==> src/rtl/mul_pkg.sv <==
// Shared multiply-unit constants and types, used by the Booth partial-product
// generator and the booth_pp_reduce carry-save reduction stage.
package mul_pkg;

  localparam int NUM_PP = 16;
  localparam int PP_W   = 65;
  localparam int PROD_W = 64;

  typedef logic signed [PP_W-1:0]   pp_t;
  typedef logic signed [PROD_W-1:0] prod_t;

endpackage

==> src/rtl/csa_3to2.sv <==
// 3:2 carry-save compressor: three W-bit operands become a sum vector and a
// left-shifted carry vector. The carry out of the top bit is dropped (mod 2^W).
module csa_3to2 #(
  parameter int W = 65
) (
  input  logic [W-1:0] i_a,
  input  logic [W-1:0] i_b,
  input  logic [W-1:0] i_c,
  output logic [W-1:0] o_sum,
  output logic [W-1:0] o_carry
);

  logic [W-1:0] w_maj;
  logic         w_unused_top;

  assign w_maj        = (i_a & i_b) | (i_a & i_c) | (i_b & i_c);
  assign o_sum        = i_a ^ i_b ^ i_c;
  assign o_carry      = {w_maj[W-2:0], 1'b0};
  assign w_unused_top = w_maj[W-1];

endmodule

==> src/rtl/booth_pp_reduce.sv <==
// Four-stage pipelined CSA tree + CPA summing 16 radix-4 Booth partial products
// into a 64-bit product. Optional macro BOOTH_PP_REDUCE_FLUSH_EN adds a flush port.
module booth_pp_reduce
  import mul_pkg::*;
#(
  parameter int TAG_W = 5
) (
  input  logic               clk,
  input  logic               rst_n,
`ifdef BOOTH_PP_REDUCE_FLUSH_EN
  input  logic               flush,
`endif
  input  logic               in_valid,
  output logic               in_ready,
  input  logic [PP_W-1:0]    pp [NUM_PP-1:0],
  input  logic [TAG_W-1:0]   in_tag,
  output logic               out_valid,
  input  logic               out_ready,
  output logic [PROD_W-1:0]  product,
  output logic [TAG_W-1:0]   out_tag
);

  pp_t w_l1 [11];
  pp_t w_l2 [8];
  pp_t r_s1 [8];
  pp_t w_l3 [6];
  pp_t w_l4 [4];
  pp_t r_s2 [4];
  pp_t w_l5 [3];
  pp_t w_l6 [2];
  pp_t r_sum;
  pp_t r_carry;

  logic [PP_W-1:0]   w_cpa;
  logic              w_unused_msb;
  logic [PROD_W-1:0] r_product;

  logic [TAG_W-1:0] r_tag1, r_tag2, r_tag3, r_tag4;
  logic             r_v1, r_v2, r_v3, r_v4;

  logic w_advance;
  logic w_accept;
  logic w_flush;

  // Global stall: the whole pipe moves only when the output slot is free or draining.
  assign w_advance = ~r_v4 | out_ready;

`ifdef BOOTH_PP_REDUCE_FLUSH_EN
  assign w_flush  = flush;
  assign in_ready = w_advance & ~flush;
`else
  assign w_flush  = 1'b0;
  assign in_ready = w_advance;
`endif

  assign w_accept = in_valid & in_ready;

  // Stage 1 combinational: 16 -> 11 -> 8
  genvar g;
  for (g = 0; g < 5; g++) begin : g_l1
    csa_3to2 #(.W(PP_W)) u_csa (
      .i_a    (pp[3*g]),
      .i_b    (pp[3*g+1]),
      .i_c    (pp[3*g+2]),
      .o_sum  (w_l1[2*g]),
      .o_carry(w_l1[2*g+1])
    );
  end
  assign w_l1[10] = pp[15];

  for (g = 0; g < 3; g++) begin : g_l2
    csa_3to2 #(.W(PP_W)) u_csa (
      .i_a    (w_l1[3*g]),
      .i_b    (w_l1[3*g+1]),
      .i_c    (w_l1[3*g+2]),
      .o_sum  (w_l2[2*g]),
      .o_carry(w_l2[2*g+1])
    );
  end
  assign w_l2[6] = w_l1[9];
  assign w_l2[7] = w_l1[10];

  // Stage 2 combinational: 8 -> 6 -> 4
  for (g = 0; g < 2; g++) begin : g_l3
    csa_3to2 #(.W(PP_W)) u_csa (
      .i_a    (r_s1[3*g]),
      .i_b    (r_s1[3*g+1]),
      .i_c    (r_s1[3*g+2]),
      .o_sum  (w_l3[2*g]),
      .o_carry(w_l3[2*g+1])
    );
  end
  assign w_l3[4] = r_s1[6];
  assign w_l3[5] = r_s1[7];

  for (g = 0; g < 2; g++) begin : g_l4
    csa_3to2 #(.W(PP_W)) u_csa (
      .i_a    (w_l3[3*g]),
      .i_b    (w_l3[3*g+1]),
      .i_c    (w_l3[3*g+2]),
      .o_sum  (w_l4[2*g]),
      .o_carry(w_l4[2*g+1])
    );
  end

  // Stage 3 combinational: 4 -> 3 -> 2
  csa_3to2 #(.W(PP_W)) u_csa_l5 (
    .i_a    (r_s2[0]),
    .i_b    (r_s2[1]),
    .i_c    (r_s2[2]),
    .o_sum  (w_l5[0]),
    .o_carry(w_l5[1])
  );
  assign w_l5[2] = r_s2[3];

  csa_3to2 #(.W(PP_W)) u_csa_l6 (
    .i_a    (w_l5[0]),
    .i_b    (w_l5[1]),
    .i_c    (w_l5[2]),
    .o_sum  (w_l6[0]),
    .o_carry(w_l6[1])
  );

  // Stage 4 combinational: full-width CPA; only the low 64 bits form the product.
  assign w_cpa        = r_sum + r_carry;
  assign w_unused_msb = w_cpa[PP_W-1];

  // Valid bits: flush kills in-flight items even while stalled; reset dominates.
  always_ff @(posedge clk) begin
    if (!rst_n) begin
      r_v1 <= 1'b0;
      r_v2 <= 1'b0;
      r_v3 <= 1'b0;
      r_v4 <= 1'b0;
    end else if (w_flush) begin
      r_v1 <= 1'b0;
      r_v2 <= 1'b0;
      r_v3 <= 1'b0;
      r_v4 <= 1'b0;
    end else if (w_advance) begin
      r_v1 <= w_accept;
      r_v2 <= r_v1;
      r_v3 <= r_v2;
      r_v4 <= r_v3;
    end
  end

  // Datapath and tags clock whenever the pipe advances, valid or not.
  always_ff @(posedge clk) begin
    if (!rst_n) begin
      for (int i = 0; i < 8; i++) r_s1[i] <= '0;
      for (int i = 0; i < 4; i++) r_s2[i] <= '0;
      r_sum     <= '0;
      r_carry   <= '0;
      r_product <= '0;
      r_tag1    <= '0;
      r_tag2    <= '0;
      r_tag3    <= '0;
      r_tag4    <= '0;
    end else if (w_advance) begin
      for (int i = 0; i < 8; i++) r_s1[i] <= w_l2[i];
      for (int i = 0; i < 4; i++) r_s2[i] <= w_l4[i];
      r_sum     <= w_l6[0];
      r_carry   <= w_l6[1];
      r_product <= w_cpa[PROD_W-1:0];
      r_tag1    <= in_tag;
      r_tag2    <= r_tag1;
      r_tag3    <= r_tag2;
      r_tag4    <= r_tag3;
    end
  end

  assign out_valid = r_v4;
  assign product   = r_product;
  assign out_tag   = r_tag4;

endmodule

==> config.mk <==
export PLATFORM = sky130hd
export DESIGN_NAME = booth_pp_reduce
export DESIGN_NICKNAME = d
export VERILOG_FILES = /design/src/rtl/mul_pkg.sv /design/src/rtl/csa_3to2.sv /design/src/rtl/booth_pp_reduce.sv
export SDC_FILE = /design/constraint.sdc
export NUM_CORES = 2
export LEC_CHECK = 0
export CAP_MARGIN = 20
export CORE_AREA = 2 2 437 439
export CTS_BUF_LIST = sky130_fd_sc_hd__clkbuf_4 sky130_fd_sc_hd__clkbuf_8 sky130_fd_sc_hd__clkbuf_16
export DETAILED_ROUTE_END_ITERATION = 8
export DIE_AREA = 0 0 439 441
export DONT_BUFFER_PORTS = 1
export PLACE_DENSITY_LB_ADDON = 0.3
export SYNTH_ARGS = -nofsm -noshare
export SYNTH_HDL_FRONTEND = slang
export SYNTH_HIERARCHICAL = 1
export SYNTH_SLANG_ARGS = --single-unit
==> constraint.sdc <==
create_clock -name clk -period 37.1 [get_ports clk]
set_clock_uncertainty 0.05 [all_clocks]
set_input_delay 1.855 -clock clk [delete_from_list [all_inputs] [get_ports clk]]
set_output_delay 1.855 -clock clk [all_outputs]
set_load 0.01 [all_outputs]
# == After elaboration in Yosys (flattened, before gate mapping) ==
# Memories as Yosys holds them, arrays and structs flattened.
# Cells that the tools add are included.
# word_totals
n_memories,2
input_bits,1049
ff_bits,215
out_inout_bits,71
ram_bits,780
# mem_list
name,words,width,read_ports,rd_ports_with_merged_regs,wr,line_no,rtl
r_s1,8,65,8,0,8,booth_pp_reduce.sv:25,pp_t r_s1 [8];
r_s2,4,65,4,0,4,booth_pp_reduce.sv:28,pp_t r_s2 [4];
# classes
addsub,1
bitwise_logic,113
mux,16
# ops
operator,n
$and A64 B64 Y64,36
$xor A65 B65 Y65,24
$or A64 B64 Y64,24
$mux W65,12
$and A63 B63 Y63,6
$xor A64 B64 Y64,4
$or A63 B63 Y63,4
$add A64 B64 Y64,1
$or A1 B1 Y1,13
$mux W1,4
$and A1 B1 Y1,1
$not A1 Y1,1

# == Longest topological paths before layout ==
# An unclocked memory read counts as a cell.
# depth
word_depth,8
depth_mapped,11

# == Hierarchy ==
# Netlist, hierarchy kept.
# modules_own_cells
module,cells_per_inst,instances,area_per_inst_um2
booth_pp_reduce,3203,1,40213.6
csa_3to2,67,14,1316.3

# == Worst setup path after synthesis ==
# No wires, ideal clock.
# synth_timing
path_type,input -> register
startpoint,input out_ready
endpoint,memory r_s1[0][0] (netlist name) (enable)
arrival_time_ps,17418
required_ps,35933
setup_ps,1117
cell_stages,5
slack_ps,18515
cell_sequence,and2b_2 > inv_2 > nor2_1 > clkbuf_1 > inv_1
# synth_rtl
element,line_no,rtl
start: declaration,booth_pp_reduce.sv:18,"input logic out_ready,"
end: declaration,booth_pp_reduce.sv:25,

==> summary by stage <==
Logic synthesis
The post-synth net total is approximately 6000. Yosys printed 6 warnings. The cell area that synthesis handed to floorplanning was 57900 µm². The synthesized area divided by synthesized cell count is 14.1 µm². The cell count after synthesis is 4103.

Global route
Entering global routing, the biggest net connects about 780 pins. Global routing finished with a remaining overflow of 0. The number of antenna violations at the first check in global routing is 31. The global-route usage over all layers is 0.151. The number of global-route vias before repair is 34502. The first global-routing pass estimated 219000 µm of wire.

STA
Dividing the final minimum period by the clock period gives 0.174. For the pin with the worst max-slew slack, the measured transition is 1.38 ns. The count of final hold-check violations was 0. The hold slack is 0.401 ns. The timing-limited maximum frequency is 155 MHz.

The time the worst path needs with I/O delays and setup is approximately 6.5 ns. The final setup violation count is 0. Setup repair after global routing left no endpoint under its margin. After routing, the total negative slack on setup checks comes to 0 ns. The worst relative slew slack is 0.0789. The number of pins exceeding their max-slew limit in the final report is 0.

Setup path
Along the worst path, the maximum fanout reaches 142. The most prevalent standard cell on the critical path is sky130_fd_sc_hd__buf_4. At the worst endpoint, the required time is 37.41 ns. On the critical path the largest part of the delay comes from buffers and inverters.

The setup path with the least slack is of type in2reg. The critical path goes through and2b_4 > inv_8 > nor2_2 > inv_8 > buf_4 > buf_4 > buf_4 > buf_4. The count of buffer and inverter cells on the critical path is 6. STA classifies the critical path endpoint as a register. The biggest cell delay along the critical path is between 0.8 and 0.9 ns.

The library cell contributing the largest single delay on the critical path is sky130_fd_sc_hd__buf_4. STA classifies the critical path startpoint as a primary input. Data arrives at the worst endpoint at 6.78 ns.

Pwr
Cell internal power was estimated by the tool at 2.58 mW. The share of total power dissipated in sequential elements is 0.426. For this design the static power due to leakage is 26.7 nW. For this design the total switching power over the nets is around 1.1 mW. The switching portion of total power is 0.305.

The share of total power dissipated in the clock network is 0.310. Of the total power, combinational logic draws 0.264. The total power density per cell area is 57.9 nW/µm². Across the VDD grid, the largest voltage drop is between 0.03 and 0.04 mV.

Detailed routing
Across all layers, the routed design uses between 30000 and 40000 vias. The detailed-route vias per instance is 4.75. After detailed routing, the average wire length per cell comes to 22.5 µm. After the first detailed-routing iteration, the DRC count stood at 2104. The number of nets with antenna violations after routing is 0. The routed design has 148000 µm of wire. In the routed design, unresolved DRC markers number 0. The first detailed-routing pass ran for 6 iterations.

Final layout
In the final layout, flip-flops and latches occupy 27400 µm². In the final layout, the share of cells above drive strength 1 is 0.0616. With fillers left out, the area of the finished cells amounts to between 60000 and 70000 µm². For this run, the post-layout net count is 5989. The area taken by multi-input logic gates is 29300 µm².

The area growth from synthesis to layout is 10.7%. Counting the fill cells in the layout gives roughly 18000.

Place
The count of buffers inserted at the top-level ports is 0. The final weighted congestion in routability-driven placement is roughly 1.2. Detailed placement finished with a half-perimeter wire length of 113000 µm.

Summing all placed instances gives a cell area of 60100 µm².

Clocking
The number of clock buffers added by TritonCTS is around 110. The post-CTS setup repair buffer count is 0. The later pin in the worst-skew pair is clocked with a latency of 0.74 ns. The number of buffers on the longest clock path is 3.

The tree is rooted in a sky130_fd_sc_hd__clkbuf_16. The register clock-pin slew on the reported worst setup and hold paths is 0.06 ns. The CTS tree is yes. The tree built by TritonCTS fans out to roughly 980 sinks. The hold buffer count at CTS is 0. In this run, post-CTS repair resized a total of 0 instances.

The H-tree generated during clock tree synthesis spans 3 levels.

Die
In this run the core area contains 160 standard-cell rows. The I/O pin total is approximately 1100. The total die area is approximately 190000 µm². The chip width is 439 µm. For this configuration, the core starts out at a cell density of 0.306. The total core area is 189000 µm².

The floorplan step set the die height to 441 µm.

Outcome
The run finished with clean final reports.

Min path
In this run the worst hold path is classified as reg2reg.

Job
The total of max-cap violations is 0.
## tightest hold or removal path, delay by kind of cell (launching register included)
family,cells,cell delay [ns]
and+or+nand+nor,1,0.05
AOI/OAI and AO/OA,1,0.05
DFF,1,0.31
## power by group through the flow
stage	clock [mW]	sequential [mW]	combinational, mW
after CTS	1.19	1.59	1.01
after global routing	1.23	1.61	1.14
after floorplan	0	1.56	0.673
final	1.15	1.58	0.978
after detailed placement	0	1.61	0.994
after global placement	0	1.61	1.00
## through the flow
| stage | instances | util | setup WS [ns] | power [mW] |
|---|---|---|---|---|
| 2_1_floorplan | 4103 | - | 18.76 | 2.23 |
| 3_3_place_gp | 6373 | 0.318 | 29.91 | 2.61 |
| 3_5_place_dp | 6373 | 0.318 | 29.83 | 2.61 |
| 4_1_cts | 6585 | 0.338 | 30.68 | 3.79 |
| 5_1_grt | 6600 | 0.339 | 30.29 | 3.98 |
| 6_report | 6602 | 0.339 | 30.63 | 3.71 |
## per-layer routing
metal / share of wire / track usage / vias up
li1: - / - / 14112
met1: 0.40 / 0.187 / 16064
met2: 0.51 / 0.260 / 939
met3: 0.050 / 0.0320 / 234
met4: 0.035 / 0.0549 / 14
met5: 0.00057 / 0 / -
## worst paths after layout
| path | to | start | cells past startpoint | slack (ns) |
|---|---|---|---|---|
| max reg2reg | r_s2[3][2] | out_valid | 8 | 31.39 |
| min reg2reg | r_tag3[1] | r_tag3[1] | 2 | 0.40 |
| max | r_s2[3][2] | out_ready | 8 | 30.63 |
| min | r_tag3[1] | r_tag3[1] | 2 | 0.40 |
## layout by cell type, fill, tap and decap left out, types with 18 or more instances in the layout
cell	count
sky130_fd_sc_hd__fa_1	897
sky130_fd_sc_hd__inv_1	18
sky130_fd_sc_hd__and3_1	653
sky130_fd_sc_hd__dfxtp_1	216
sky130_fd_sc_hd__xor2_1	19
sky130_fd_sc_hd__o21bai_1	19
sky130_fd_sc_hd__and2_1	131
sky130_fd_sc_hd__o21ai_0	47
sky130_fd_sc_hd__clkbuf_16	114
sky130_fd_sc_hd__clkbuf_4	35
sky130_fd_sc_hd__edfxtp_1	768
sky130_fd_sc_hd__buf_4	26
sky130_fd_sc_hd__a21o_1	40
sky130_fd_sc_hd__nand3_1	27
sky130_fd_sc_hd__xnor2_1	26
sky130_fd_sc_hd__nor2_1	40
sky130_fd_sc_hd__a21oi_1	251
sky130_fd_sc_hd__ha_1	63
sky130_fd_sc_hd__nand2_1	422
## sequential cells by signal, indices dropped and copies added, names as in the netlist
name and flops:
out_tag 5, out_valid 1, product 64, r_carry 64
r_s1 512, r_s2 256, r_sum 64, r_tag1 5
r_tag2 5, r_tag3 5, r_v1 1, r_v2 1
r_v3 1
## final cells by class
cell class | count | area share
tap | 2511 | 0.0491
clock inverter | 55 | 0.00985
antenna | 14 | 0.000547
sequential | 984 | 0.428
timing repair buffer | 29 | 0.00399
multi-input combinational | 2831 | 0.457
clock buffer | 157 | 0.0504
inverter | 21 | 0.00158
Power figures use the tool's default switching activity.
